**src/rtl/regfile_wb_scheduler_pkg.sv**
```systemverilog
// regfile_wb_scheduler_pkg: shared rv32i core constants and writeback types
package regfile_wb_scheduler_pkg;
    localparam int REG_ADDR_W = 5;
    localparam int XLEN = 32;
    localparam int NUM_REGS = 32;
    typedef struct packed {
        logic [REG_ADDR_W-1:0] rd;
        logic [XLEN-1:0] data;
    } wb_entry_t;
    typedef enum logic [1:0] {SRC_NONE, SRC_ALU, SRC_LQ} wb_src_e;
endpackage

```
**src/rtl/regfile_wb_scheduler_if.sv**
```systemverilog
// regfile_wb_scheduler_if: issue, writeback and reg_file write-port signals
interface regfile_wb_scheduler_if;
    import regfile_wb_scheduler_pkg::*;
    logic issue_valid;
    logic issue_is_load;
    logic [REG_ADDR_W-1:0] issue_rd;
    logic [REG_ADDR_W-1:0] issue_rs1;
    logic [REG_ADDR_W-1:0] issue_rs2;
    logic issue_stall;
    logic alu_wb_valid;
    logic [REG_ADDR_W-1:0] alu_wb_rd;
    logic [XLEN-1:0] alu_wb_data;
    logic ld_wb_valid;
    logic ld_wb_ready;
    logic [REG_ADDR_W-1:0] ld_wb_rd;
    logic [XLEN-1:0] ld_wb_data;
    logic hold_alu;
    logic rf_we;
    logic [REG_ADDR_W-1:0] rf_rd;
    logic [XLEN-1:0] rf_wdata;
    logic [NUM_REGS-1:0] busy_vec;
    modport master (
        output issue_valid, issue_is_load, issue_rd, issue_rs1, issue_rs2,
        output alu_wb_valid, alu_wb_rd, alu_wb_data,
        output ld_wb_valid, ld_wb_rd, ld_wb_data,
        input issue_stall, ld_wb_ready, hold_alu, rf_we, rf_rd, rf_wdata, busy_vec
    );
    modport slave (
        input issue_valid, issue_is_load, issue_rd, issue_rs1, issue_rs2,
        input alu_wb_valid, alu_wb_rd, alu_wb_data,
        input ld_wb_valid, ld_wb_rd, ld_wb_data,
        output issue_stall, ld_wb_ready, hold_alu, rf_we, rf_rd, rf_wdata, busy_vec
    );
endinterface

```
**src/rtl/regfile_wb_scheduler_wb_load_fifo.sv**
```systemverilog
// wb_load_fifo: load-return queue of {rd, data}; ready depends only on registered pointers
module wb_load_fifo
    import regfile_wb_scheduler_pkg::*;
#(
    parameter int DEPTH = 2
) (
    input  logic      clk,
    input  logic      rst,
    input  logic      push_valid,
    output logic      push_ready,
    input  wb_entry_t push_data,
    input  logic      pop,
    output wb_entry_t head,
    output logic      empty
);
    localparam int AW = $clog2(DEPTH);
    wb_entry_t mem_q [DEPTH];
    wb_entry_t mem_d [DEPTH];
    logic [AW:0] wr_ptr_q, wr_ptr_d, rd_ptr_q, rd_ptr_d;
    logic push, do_pop;
    assign empty = wr_ptr_q == rd_ptr_q;
    assign push_ready = !((wr_ptr_q[AW] != rd_ptr_q[AW]) && (wr_ptr_q[AW-1:0] == rd_ptr_q[AW-1:0]));
    assign head = mem_q[rd_ptr_q[AW-1:0]];
    assign push = push_valid && push_ready;
    assign do_pop = pop && !empty;
    // next storage and pointer state
    always_comb begin
        mem_d = mem_q;
        if (push) mem_d[wr_ptr_q[AW-1:0]] = push_data;
        wr_ptr_d = wr_ptr_q + (AW+1)'(push);
        rd_ptr_d = rd_ptr_q + (AW+1)'(do_pop);
    end
    // pointers reset to empty; payload storage needs no reset
    always_ff @(posedge clk) begin
        if (rst) begin
            wr_ptr_q <= '0;
            rd_ptr_q <= '0;
        end else begin
            wr_ptr_q <= wr_ptr_d;
            rd_ptr_q <= rd_ptr_d;
        end
        mem_q <= mem_d;
    end
endmodule

```
**src/rtl/regfile_wb_scheduler.sv**
```systemverilog
// regfile_wb_scheduler: shares the reg_file write port between ALU and load returns with a load scoreboard
module regfile_wb_scheduler
    import regfile_wb_scheduler_pkg::*;
#(
    parameter int LQ_DEPTH = 2,
    parameter int STARVE_MAX = 4
) (
    input logic clk,
    input logic rst,
    regfile_wb_scheduler_if.slave bus
);
    localparam int CW = $clog2(STARVE_MAX + 1);
    wb_entry_t lq_head;
    logic lq_empty, lq_pop, lq_ready, accept, starving;
    logic [NUM_REGS-1:0] busy_q, busy_d;
    logic rf_we_q, rf_we_d, hold_q, hold_d;
    logic [REG_ADDR_W-1:0] rf_rd_q, rf_rd_d, win_rd;
    logic [XLEN-1:0] rf_wdata_q, rf_wdata_d;
    wb_src_e src_q, src_d;
    logic [CW-1:0] cnt_q, cnt_d, cnt_nxt;
    wb_load_fifo #(.DEPTH(LQ_DEPTH)) u_lq (
        .clk(clk),
        .rst(rst),
        .push_valid(bus.ld_wb_valid),
        .push_ready(lq_ready),
        .push_data('{rd: bus.ld_wb_rd, data: bus.ld_wb_data}),
        .pop(lq_pop),
        .head(lq_head),
        .empty(lq_empty)
    );
    assign bus.issue_stall = bus.issue_valid &&
        (busy_q[bus.issue_rs1] || busy_q[bus.issue_rs2] || busy_q[bus.issue_rd]);
    assign accept = bus.issue_valid && !bus.issue_stall;
    assign bus.ld_wb_ready = lq_ready;
    assign bus.hold_alu = hold_q;
    assign bus.rf_we = rf_we_q;
    assign bus.rf_rd = rf_rd_q;
    assign bus.rf_wdata = rf_wdata_q;
    assign bus.busy_vec = busy_q;
    // arbitration (ALU first), scoreboard update and starvation counter
    always_comb begin
        src_d = bus.alu_wb_valid ? SRC_ALU : (lq_empty ? SRC_NONE : SRC_LQ);
        lq_pop = src_d == SRC_LQ;
        win_rd = bus.alu_wb_valid ? bus.alu_wb_rd : lq_head.rd;
        rf_we_d = (src_d != SRC_NONE) && (win_rd != '0);
        rf_rd_d = (src_d == SRC_NONE) ? rf_rd_q : win_rd;
        rf_wdata_d = (src_d == SRC_NONE) ? rf_wdata_q :
                     (bus.alu_wb_valid ? bus.alu_wb_data : lq_head.data);
        busy_d = busy_q;
        if (rf_we_q && src_q == SRC_LQ) busy_d[rf_rd_q] = 1'b0;
        if (accept && bus.issue_is_load && bus.issue_rd != '0) busy_d[bus.issue_rd] = 1'b1;
        starving = bus.alu_wb_valid && !lq_empty;
        cnt_nxt = cnt_q + CW'(1);
        hold_d = starving && cnt_nxt == CW'(STARVE_MAX);
        cnt_d = (starving && !hold_d) ? cnt_nxt : '0;
    end
    // registered write port, scoreboard and fairness state
    always_ff @(posedge clk) begin
        if (rst) begin
            busy_q <= '0;
            rf_we_q <= 1'b0;
            rf_rd_q <= '0;
            rf_wdata_q <= '0;
            src_q <= SRC_NONE;
            hold_q <= 1'b0;
            cnt_q <= '0;
        end else begin
            busy_q <= busy_d;
            rf_we_q <= rf_we_d;
            rf_rd_q <= rf_rd_d;
            rf_wdata_q <= rf_wdata_d;
            src_q <= src_d;
            hold_q <= hold_d;
            cnt_q <= cnt_d;
        end
    end
    alu_to_busy_rd: assert property (@(posedge clk) disable iff (rst)
        !(bus.alu_wb_valid && busy_q[bus.alu_wb_rd]));
endmodule

```
**src/flat_wrapper.sv**
```systemverilog
// flat-port wrapper written by rule: the top's interface ports become plain ports
module regfile_wb_scheduler_flat import regfile_wb_scheduler_pkg::*;
#(
    parameter int LQ_DEPTH = 2,
    parameter int STARVE_MAX = 4
)
  (clk, rst, bus_issue_valid, bus_issue_is_load, bus_issue_rd, bus_issue_rs1, bus_issue_rs2, bus_alu_wb_valid, bus_alu_wb_rd, bus_alu_wb_data, bus_ld_wb_valid, bus_ld_wb_rd, bus_ld_wb_data, bus_issue_stall, bus_ld_wb_ready, bus_hold_alu, bus_rf_we, bus_rf_rd, bus_rf_wdata, bus_busy_vec);
  regfile_wb_scheduler_if bus_i ();
  input logic clk;
  input logic rst;
  input wire logic [$bits(bus_i.issue_valid)-1:0] bus_issue_valid;
  input wire logic [$bits(bus_i.issue_is_load)-1:0] bus_issue_is_load;
  input wire logic [$bits(bus_i.issue_rd)-1:0] bus_issue_rd;
  input wire logic [$bits(bus_i.issue_rs1)-1:0] bus_issue_rs1;
  input wire logic [$bits(bus_i.issue_rs2)-1:0] bus_issue_rs2;
  input wire logic [$bits(bus_i.alu_wb_valid)-1:0] bus_alu_wb_valid;
  input wire logic [$bits(bus_i.alu_wb_rd)-1:0] bus_alu_wb_rd;
  input wire logic [$bits(bus_i.alu_wb_data)-1:0] bus_alu_wb_data;
  input wire logic [$bits(bus_i.ld_wb_valid)-1:0] bus_ld_wb_valid;
  input wire logic [$bits(bus_i.ld_wb_rd)-1:0] bus_ld_wb_rd;
  input wire logic [$bits(bus_i.ld_wb_data)-1:0] bus_ld_wb_data;
  output wire logic [$bits(bus_i.issue_stall)-1:0] bus_issue_stall;
  output wire logic [$bits(bus_i.ld_wb_ready)-1:0] bus_ld_wb_ready;
  output wire logic [$bits(bus_i.hold_alu)-1:0] bus_hold_alu;
  output wire logic [$bits(bus_i.rf_we)-1:0] bus_rf_we;
  output wire logic [$bits(bus_i.rf_rd)-1:0] bus_rf_rd;
  output wire logic [$bits(bus_i.rf_wdata)-1:0] bus_rf_wdata;
  output wire logic [$bits(bus_i.busy_vec)-1:0] bus_busy_vec;
  assign bus_i.issue_valid = bus_issue_valid;
  assign bus_i.issue_is_load = bus_issue_is_load;
  assign bus_i.issue_rd = bus_issue_rd;
  assign bus_i.issue_rs1 = bus_issue_rs1;
  assign bus_i.issue_rs2 = bus_issue_rs2;
  assign bus_i.alu_wb_valid = bus_alu_wb_valid;
  assign bus_i.alu_wb_rd = bus_alu_wb_rd;
  assign bus_i.alu_wb_data = bus_alu_wb_data;
  assign bus_i.ld_wb_valid = bus_ld_wb_valid;
  assign bus_i.ld_wb_rd = bus_ld_wb_rd;
  assign bus_i.ld_wb_data = bus_ld_wb_data;
  assign bus_issue_stall = bus_i.issue_stall;
  assign bus_ld_wb_ready = bus_i.ld_wb_ready;
  assign bus_hold_alu = bus_i.hold_alu;
  assign bus_rf_we = bus_i.rf_we;
  assign bus_rf_rd = bus_i.rf_rd;
  assign bus_rf_wdata = bus_i.rf_wdata;
  assign bus_busy_vec = bus_i.busy_vec;
  regfile_wb_scheduler #(.LQ_DEPTH(LQ_DEPTH), .STARVE_MAX(STARVE_MAX)) u_core (.clk(clk), .rst(rst), .bus(bus_i));
endmodule
```
**config.mk**
```make
export PLATFORM = sky130hd
export DESIGN_NAME = regfile_wb_scheduler_flat
export DESIGN_NICKNAME = d
export VERILOG_FILES = /design/src/rtl/regfile_wb_scheduler_pkg.sv /design/src/rtl/regfile_wb_scheduler_if.sv /design/src/rtl/regfile_wb_scheduler_wb_load_fifo.sv /design/src/rtl/regfile_wb_scheduler.sv /design/src/flat_wrapper.sv
export SDC_FILE = /design/constraint.sdc
export NUM_CORES = 1
export LEC_CHECK = 0
export ABC_AREA = 1
export CORE_UTILIZATION = 51
export CTS_BUF_LIST = sky130_fd_sc_hd__clkbuf_16
export DETAILED_ROUTE_END_ITERATION = 10
export PLACE_DENSITY = 0.81
export SLEW_MARGIN = 10
export SYNTH_ARGS = -nofsm -noshare
export SYNTH_HDL_FRONTEND = slang
export SYNTH_HIERARCHICAL = 1
export SYNTH_SLANG_ARGS = --single-unit
```
**constraint.sdc**
```tcl
create_clock -name clk -period 3.13 [get_ports clk]
set_input_delay 0.313 -clock clk [delete_from_list [all_inputs] [get_ports clk]]
set_output_delay 0.313 -clock clk [all_outputs]
set_load 0.03 [all_outputs]
```
==> results.md, run 1 <==
* Fmax at 334 MHz
* Data required time at the worst endpoint at 2.82 ns
* Crit path top cell by count: nand2_1
* Synth unique cells at 45
* Flop pwr share at 43.3%
* Net switching power at 1.57 mW
* VDD IR-drop max at 0.000419 V
* CTS tree: done
* CP Class: in2out
* Met2 WL post-DR at 10,000 um
* CP Cell Sequence: clkdlybuf4s50_1, nand2_2, nor2_1, a21oi_1, nand2_1, nand2_1, nand2_1, inv_2, nand2_4, nor2_8, a21boi_0, clkdlybuf4s50_1
* WL met1 at 9000 um
* Arr. time, crit path at 2.68 ns
* Vias in the first global route at 6,314
* Hold Crit Class: in2reg
* Yosys top cell by area: edfxtp_1
* WL/cell at 16.3 um
* Setup tns final at 0 ns
* Synth warn at 6
* CTS H-tree lvls at 4
* Width of the die at 124 um
* Startpoint types: input port
* Largest cells by area after synthesis: edfxtp_1 29%, dfxtp_1 21%, nand2_1 17%, nand3_1 5.9%, inv_1 4.8%
* Power, Total at 5.42 mW
* Worst slew pin tran at 0.950 ns
* Root Buffer: clkbuf_16
* First-pass GRT wire length at 32,600 um
* Longest Clk Path Bufs at 2
* Die area at 0.0153 mm^2
* R2R Setup Slk at 1.04 ns
* Largest net degree at the start of global routing at 42
* Synthesis-to-finish area growth at 30.5%
* Via count at 7,014
* Most common cell after layout, fill and taps aside: nand2_1
* #FFs+latches synth at 154
* Min Tclk post-route at 3.00 ns
* Routed Wire Length at 21,400 um
* Buf/Inv on CP at 3
* Overall routing resource usage at 28.6%
* Cts bufs inserted at 17
* Slowest CP cell: clkdlybuf4s50_1
* # fillers at 1,208
* Largest delay contributor family on the critical path: buffers and inverters
* Boundary pin count at 168
* Seq/Total Area, Yosys at 50.5%
* Final net count at 1,218
* CP Capture Type: output port
* Setup bufs post-CTS at 0
* Mapped cell area at 0.00757 mm^2
* Vias/cell at 5.33
* Global route total overflow at 0
* Post-CTS sizing at 0
* IO Port Bufs at 167
* Max layer used: met4
* Sw frac at 29.1%
* Post-DRT Antenna Nets at 0
* Initial antenna violation count at 0
* Starting Density at 52.1%
* Share of layout cells above drive strength 1 at 6.72%
* Logic gate share of total power at 19.0%
* Rel. slew slack at 36.6%
* # hold bufs at CTS at 0
* Final-report setup violation count at 0
* Most frequent cells in the layout: 342 x nand2_1, 167 x clkdlybuf4s50_1, 97 x inv_1
* Clock-pin slew on the worst setup and hold paths at 0.07 ns
* Synth top area share at 29.4%
* Placed wire-length estimate at 14,900 um
* Syn Inst Count at 963
* CTS Sinks at 154
* Share of total power in the clock network at 37.7%
* Cell Pwr Density at 548 mW/mm^2
* Outcome: complete, no violations
* P_int at 3.84 mW
* Chip Height at 124 um
* Cell leakage power at 4.23 nW
* Largest stage delay, worst path at 0.70 ns
* Core ar. at 0.0145 mm^2
* Fin crit share at 95.7%
* Std cell rows at 44
* Detail Route met3 WL at 2000 um
* Synth Area per Inst at 7.86 um^2
* Syn nets at 1,063
* First-pass iteration count of the detailed router at 6
* Final Hold Vio Count at 0
* Max-Cap Viols at 0
* Gpl congestion at 0.966
* RSZ-0062 raised after global routing: false
* DRC violations left at 0
* Worst-skew pair later-pin latency at 0.44 ns
* Ant diodes at 0
* Skew final at 0.00911 ns
* 1st-iter DRT viols at 687
* Max FO, Critical Path at 16
* Slew Limit Fails at 0
## stage by stage
stage                     utilization [%]  cells  hold slack, ns  area [um^2]  setup slack [ns]
after floorplan                         -    963           0.380         7570             0.807
after global placement               63.9   1283           0.435         9280             0.199
after detailed placement             63.9   1283           0.451         9280             0.175
after CTS                            68.0   1315           0.446         9880             0.166
after global routing                 68.0   1315           0.447         9880           0.00687
final                                68.0   1315           0.452         9880             0.134
## power by group through the flow
stage	sequential [mW]	clock [mW]	combinational (mW)
2_1_floorplan	2.49	0	0.507
3_3_place_gp	2.39	0	1.00
3_5_place_dp	2.39	0	1.02
4_1_cts	2.35	2.06	1.03
5_1_grt	2.36	2.13	1.12
6_report	2.35	2.04	1.03
## worst reg2reg max path, cell delays in order, from the launching register on
cell     delay, ns
dfxtp_1       0.40
inv_1         0.08
nand2_1       0.06
nand2_1       0.08
a21oi_1       0.12
buf_4         0.16
nand2_1       0.20
inv_1         0.40
buf_12        0.23
nand2_1       0.09
nand3_1       0.06
nand2_1       0.07
inv_1         0.08
## metal layers
metal	up-vias	GRT usage (%)
li1	3446	-
met1	3216	36.4
met2	321	46.9
met3	31	7.97
met4	0	9.34
met5	-	0
## synth_stat cells (all sizes together)
master	count
nand4	31
nand3	89
mux2i	5
edfxtp	74
and3	1
nor4	1
a32oi	1
xor2	1
dfxtp	80
buf	29
clkinv	2
a21oi	48
o31ai	2
o22ai	6
clkbuf	18
a21boi	1
nand2	348
o21ai	38
nor2	52
xnor2	2
o211ai	2
nor3	11
nand3b	1
o21bai	2
a311oi	1
a22oi	4
ha	5
inv	108
## path summary, 6_finish.rpt
kind	start	to	depth (start not counted)
max	bus_issue_rd[1]	bus_issue_stall	12
max reg2reg	u_core/u_lq/wr_ptr_q[1]$_SDFF_PP0_	u_core/bus.rf_wdata[28]$_SDFFE_PP0P_	12
min reg2reg	u_core/cnt_q[0]$_SDFF_PP0_	u_core/cnt_q[0]$_SDFF_PP0_	1
min	bus_ld_wb_data[18]	u_core/u_lq/mem_q[18]$_DFFE_PP_	1
## state kept, by name, summed over array words and instances (netlist names)
signal                flops
u_core/u_lq/rd_ptr_q      2
u_core/cnt_q              3
u_core/bus.rf_rd          5
u_core/bus.rf_we          1
u_core/u_lq/wr_ptr_q      2
u_core/u_lq/mem_q        74
u_core/src_q              2
u_core/bus.hold_alu       1
u_core/bus.busy_vec      32
u_core/bus.rf_wdata      32
## kinds of logic (layout without fill, tap and decap cells)
family                     Yosys count  after routing  share of synthesized area (%)
xor gates and xnor gates             3              3                          0.347
muxes                                5              5                          0.661
buffers and inverters              157            325                           9.90
and+or+nand+nor                    534            534                           30.0
DFF                                154            154                           50.5
adders and majority gates            5              5                          0.827
AOI/OAI and AO/OA                  105            105                           7.79
## final cells by class
type	instances	area (um^2)	area share, %
multi-input cells	652	3000	30.4
repair buffers	183	1800	18.3
clock inverters	12	97.6	0.988
well taps	184	230	2.33
flip-flops and latches	154	3820	38.7
clock buffers	20	500	5.07
inverters	110	419	4.24
Power figures use the tool's default switching activity.
==> run 2, diff against run 1 <==
CORE_MARGIN = 2   (was default)
==> results.md, run 2 (synthesized netlist as in run 1, its figures left out) <==
* Outcome: complete, no violations
* First-pass iteration count of the detailed router at 5
* Cts bufs inserted at 17
* CP Class: in2out
* First-pass GRT wire length at 33,200 um
* CP Capture Type: output port
* Hold Crit Class: reg2reg
* Slowest CP cell: clkdlybuf4s50_1
* Longest Clk Path Bufs at 2
* Skew final at 0.0125 ns
* Worst-skew pair later-pin latency at 0.42 ns
* Data required time at the worst endpoint at 2.82 ns
* IO Port Bufs at 167
* Routed Wire Length at 21,000 um
* Gpl congestion at 0.974
* Synthesis-to-finish area growth at 30.3%
* Buf/Inv on CP at 5
* Design area at 0.00986 mm^2
* Ant diodes at 0
* Fin crit share at 94.6%
* Placed wire-length estimate at 14,700 um
* Largest net degree at the start of global routing at 42
* Most frequent cells in the layout: 342 x nand2_1, 167 x clkdlybuf4s50_1, 96 x inv_1
* Root Buffer: clkbuf_16
* R2R Setup Slk at 0.69 ns
* Post-DRT Antenna Nets at 0
* Fmax at 338 MHz
* Cell leakage power at 4.21 nW
* Final Hold Vio Count at 0
* Rel. slew slack at 39.2%
* Overall routing resource usage at 26.4%
* # hold bufs at CTS at 0
* Clock-pin slew on the worst setup and hold paths at 0.06 ns
* CTS tree: done
* Biggest register: u_core/u_lq/mem_q
* Share of layout cells above drive strength 1 at 6.63%
* Via count at 7,053
* WL/cell at 16.0 um
* Final net count at 1,218
* Largest stage delay, worst path at 0.69 ns
* Post-CTS sizing at 0
* 1st-iter DRT viols at 610
* CTS Sinks at 154
* Starting Density at 52.1%
* Vias in the first global route at 6,486
* Boundary pin count at 168
* Setup tns final at 0 ns
* Startpoint types: input port
* Core ar. at 0.0145 mm^2
* # fillers at 1,209
* Worst slew pin tran at 0.911 ns
* CTS H-tree lvls at 4
* VDD IR-drop max at 0.000408 V
* Setup bufs post-CTS at 0
* Chip Height at 126 um
* Die area at 0.0158 mm^2
* Arr. time, crit path at 2.65 ns
* Final-report setup violation count at 0
* Initial antenna violation count at 0
* Min Tclk post-route at 2.96 ns
* Max FO, Critical Path at 5
* Largest delay contributor family on the critical path: buffers and inverters
* Most common cell after layout, fill and taps aside: nand2_1
* DRC violations left at 0
* Max FFs per register at 74
* Global route total overflow at 0
* Vias/cell at 5.36
* Slew Limit Fails at 0
* Cell Pwr Density at 548 mW/mm^2
* RSZ-0062 raised after global routing: false
* CP Cell Sequence: clkdlybuf4s50_1, inv_1, nor3_1, inv_1, o21bai_2, nand2_1, inv_2, nand2_4, nor2_8, a21boi_0, clkdlybuf4s50_1
* Area after DPL at 0.00927 mm^2
* Width of the die at 126 um
* Std cell rows at 44
* Max-Cap Viols at 0
==> run 2: cell count changes in the layout (fill, tap and decap cells not counted), sizes merged <==
cell and change:
clkbuf -3, bufinv +2, clkinvlp +1, clkinv +2, inv -2
==> run 2: worst paths after layout <==
check             cells past startpoint                               start                                   to
hold reg to reg                       1          u_core/cnt_q[0]$_SDFF_PP0_           u_core/cnt_q[0]$_SDFF_PP0_
hold / removal                        1          u_core/cnt_q[0]$_SDFF_PP0_           u_core/cnt_q[0]$_SDFF_PP0_
setup reg to reg                      9  u_core/u_lq/rd_ptr_q[0]$_SDFF_PP0_  u_core/bus.rf_wdata[1]$_SDFFE_PP0P_
setup / recovery                     11                     bus_issue_rd[4]                      bus_issue_stall
==> run 2: final cells by class <==
| class | count | area [um^2] | share of cell area (%) |
|---|---|---|---|
| sequential | 154 | 3820 | 38.8 |
| multi-input combinational | 652 | 3000 | 30.5 |
| timing repair buffer | 183 | 1790 | 18.2 |
| clock buffer | 17 | 425 | 4.32 |
| inverter | 110 | 419 | 4.25 |
| tap | 184 | 230 | 2.34 |
| clock inverter | 15 | 165 | 1.68 |
==> run 2: stage by stage <==
step | hold WS (ns) | setup WS (ns) | total power [mW] | util [%] | instances
floorplan | 0.380 | 0.807 | 3.00 | - | 963
global placement | 0.435 | 0.220 | 3.37 | 63.8 | 1283
detailed placement | 0.441 | 0.192 | 3.39 | 63.8 | 1283
CTS | 0.449 | 0.185 | 5.44 | 67.8 | 1315
global route | 0.451 | 0.0428 | 5.64 | 67.8 | 1315
finish | 0.453 | 0.168 | 5.40 | 67.8 | 1315
==> run 2: metal layers <==
metal | global-route usage, % | up-vias | routed length (um)
li1 | - | 3450 | -
met1 | 33.2 | 3278 | 8600
met2 | 44.0 | 295 | 10200
met3 | 7.94 | 30 | 1770
met4 | 8.08 | 0 | 446
met5 | 0 | - | 0
==> run 2: power breakdown <==
| group | total [mW] | internal [mW] | switching, mW |
|---|---|---|---|
| combinational | 1.00 | 0.377 | 0.626 |
| sequential | 2.35 | 2.28 | 0.0759 |
| clock | 2.05 | 1.19 | 0.857 |
| total | 5.40 | 3.85 | 1.56 |
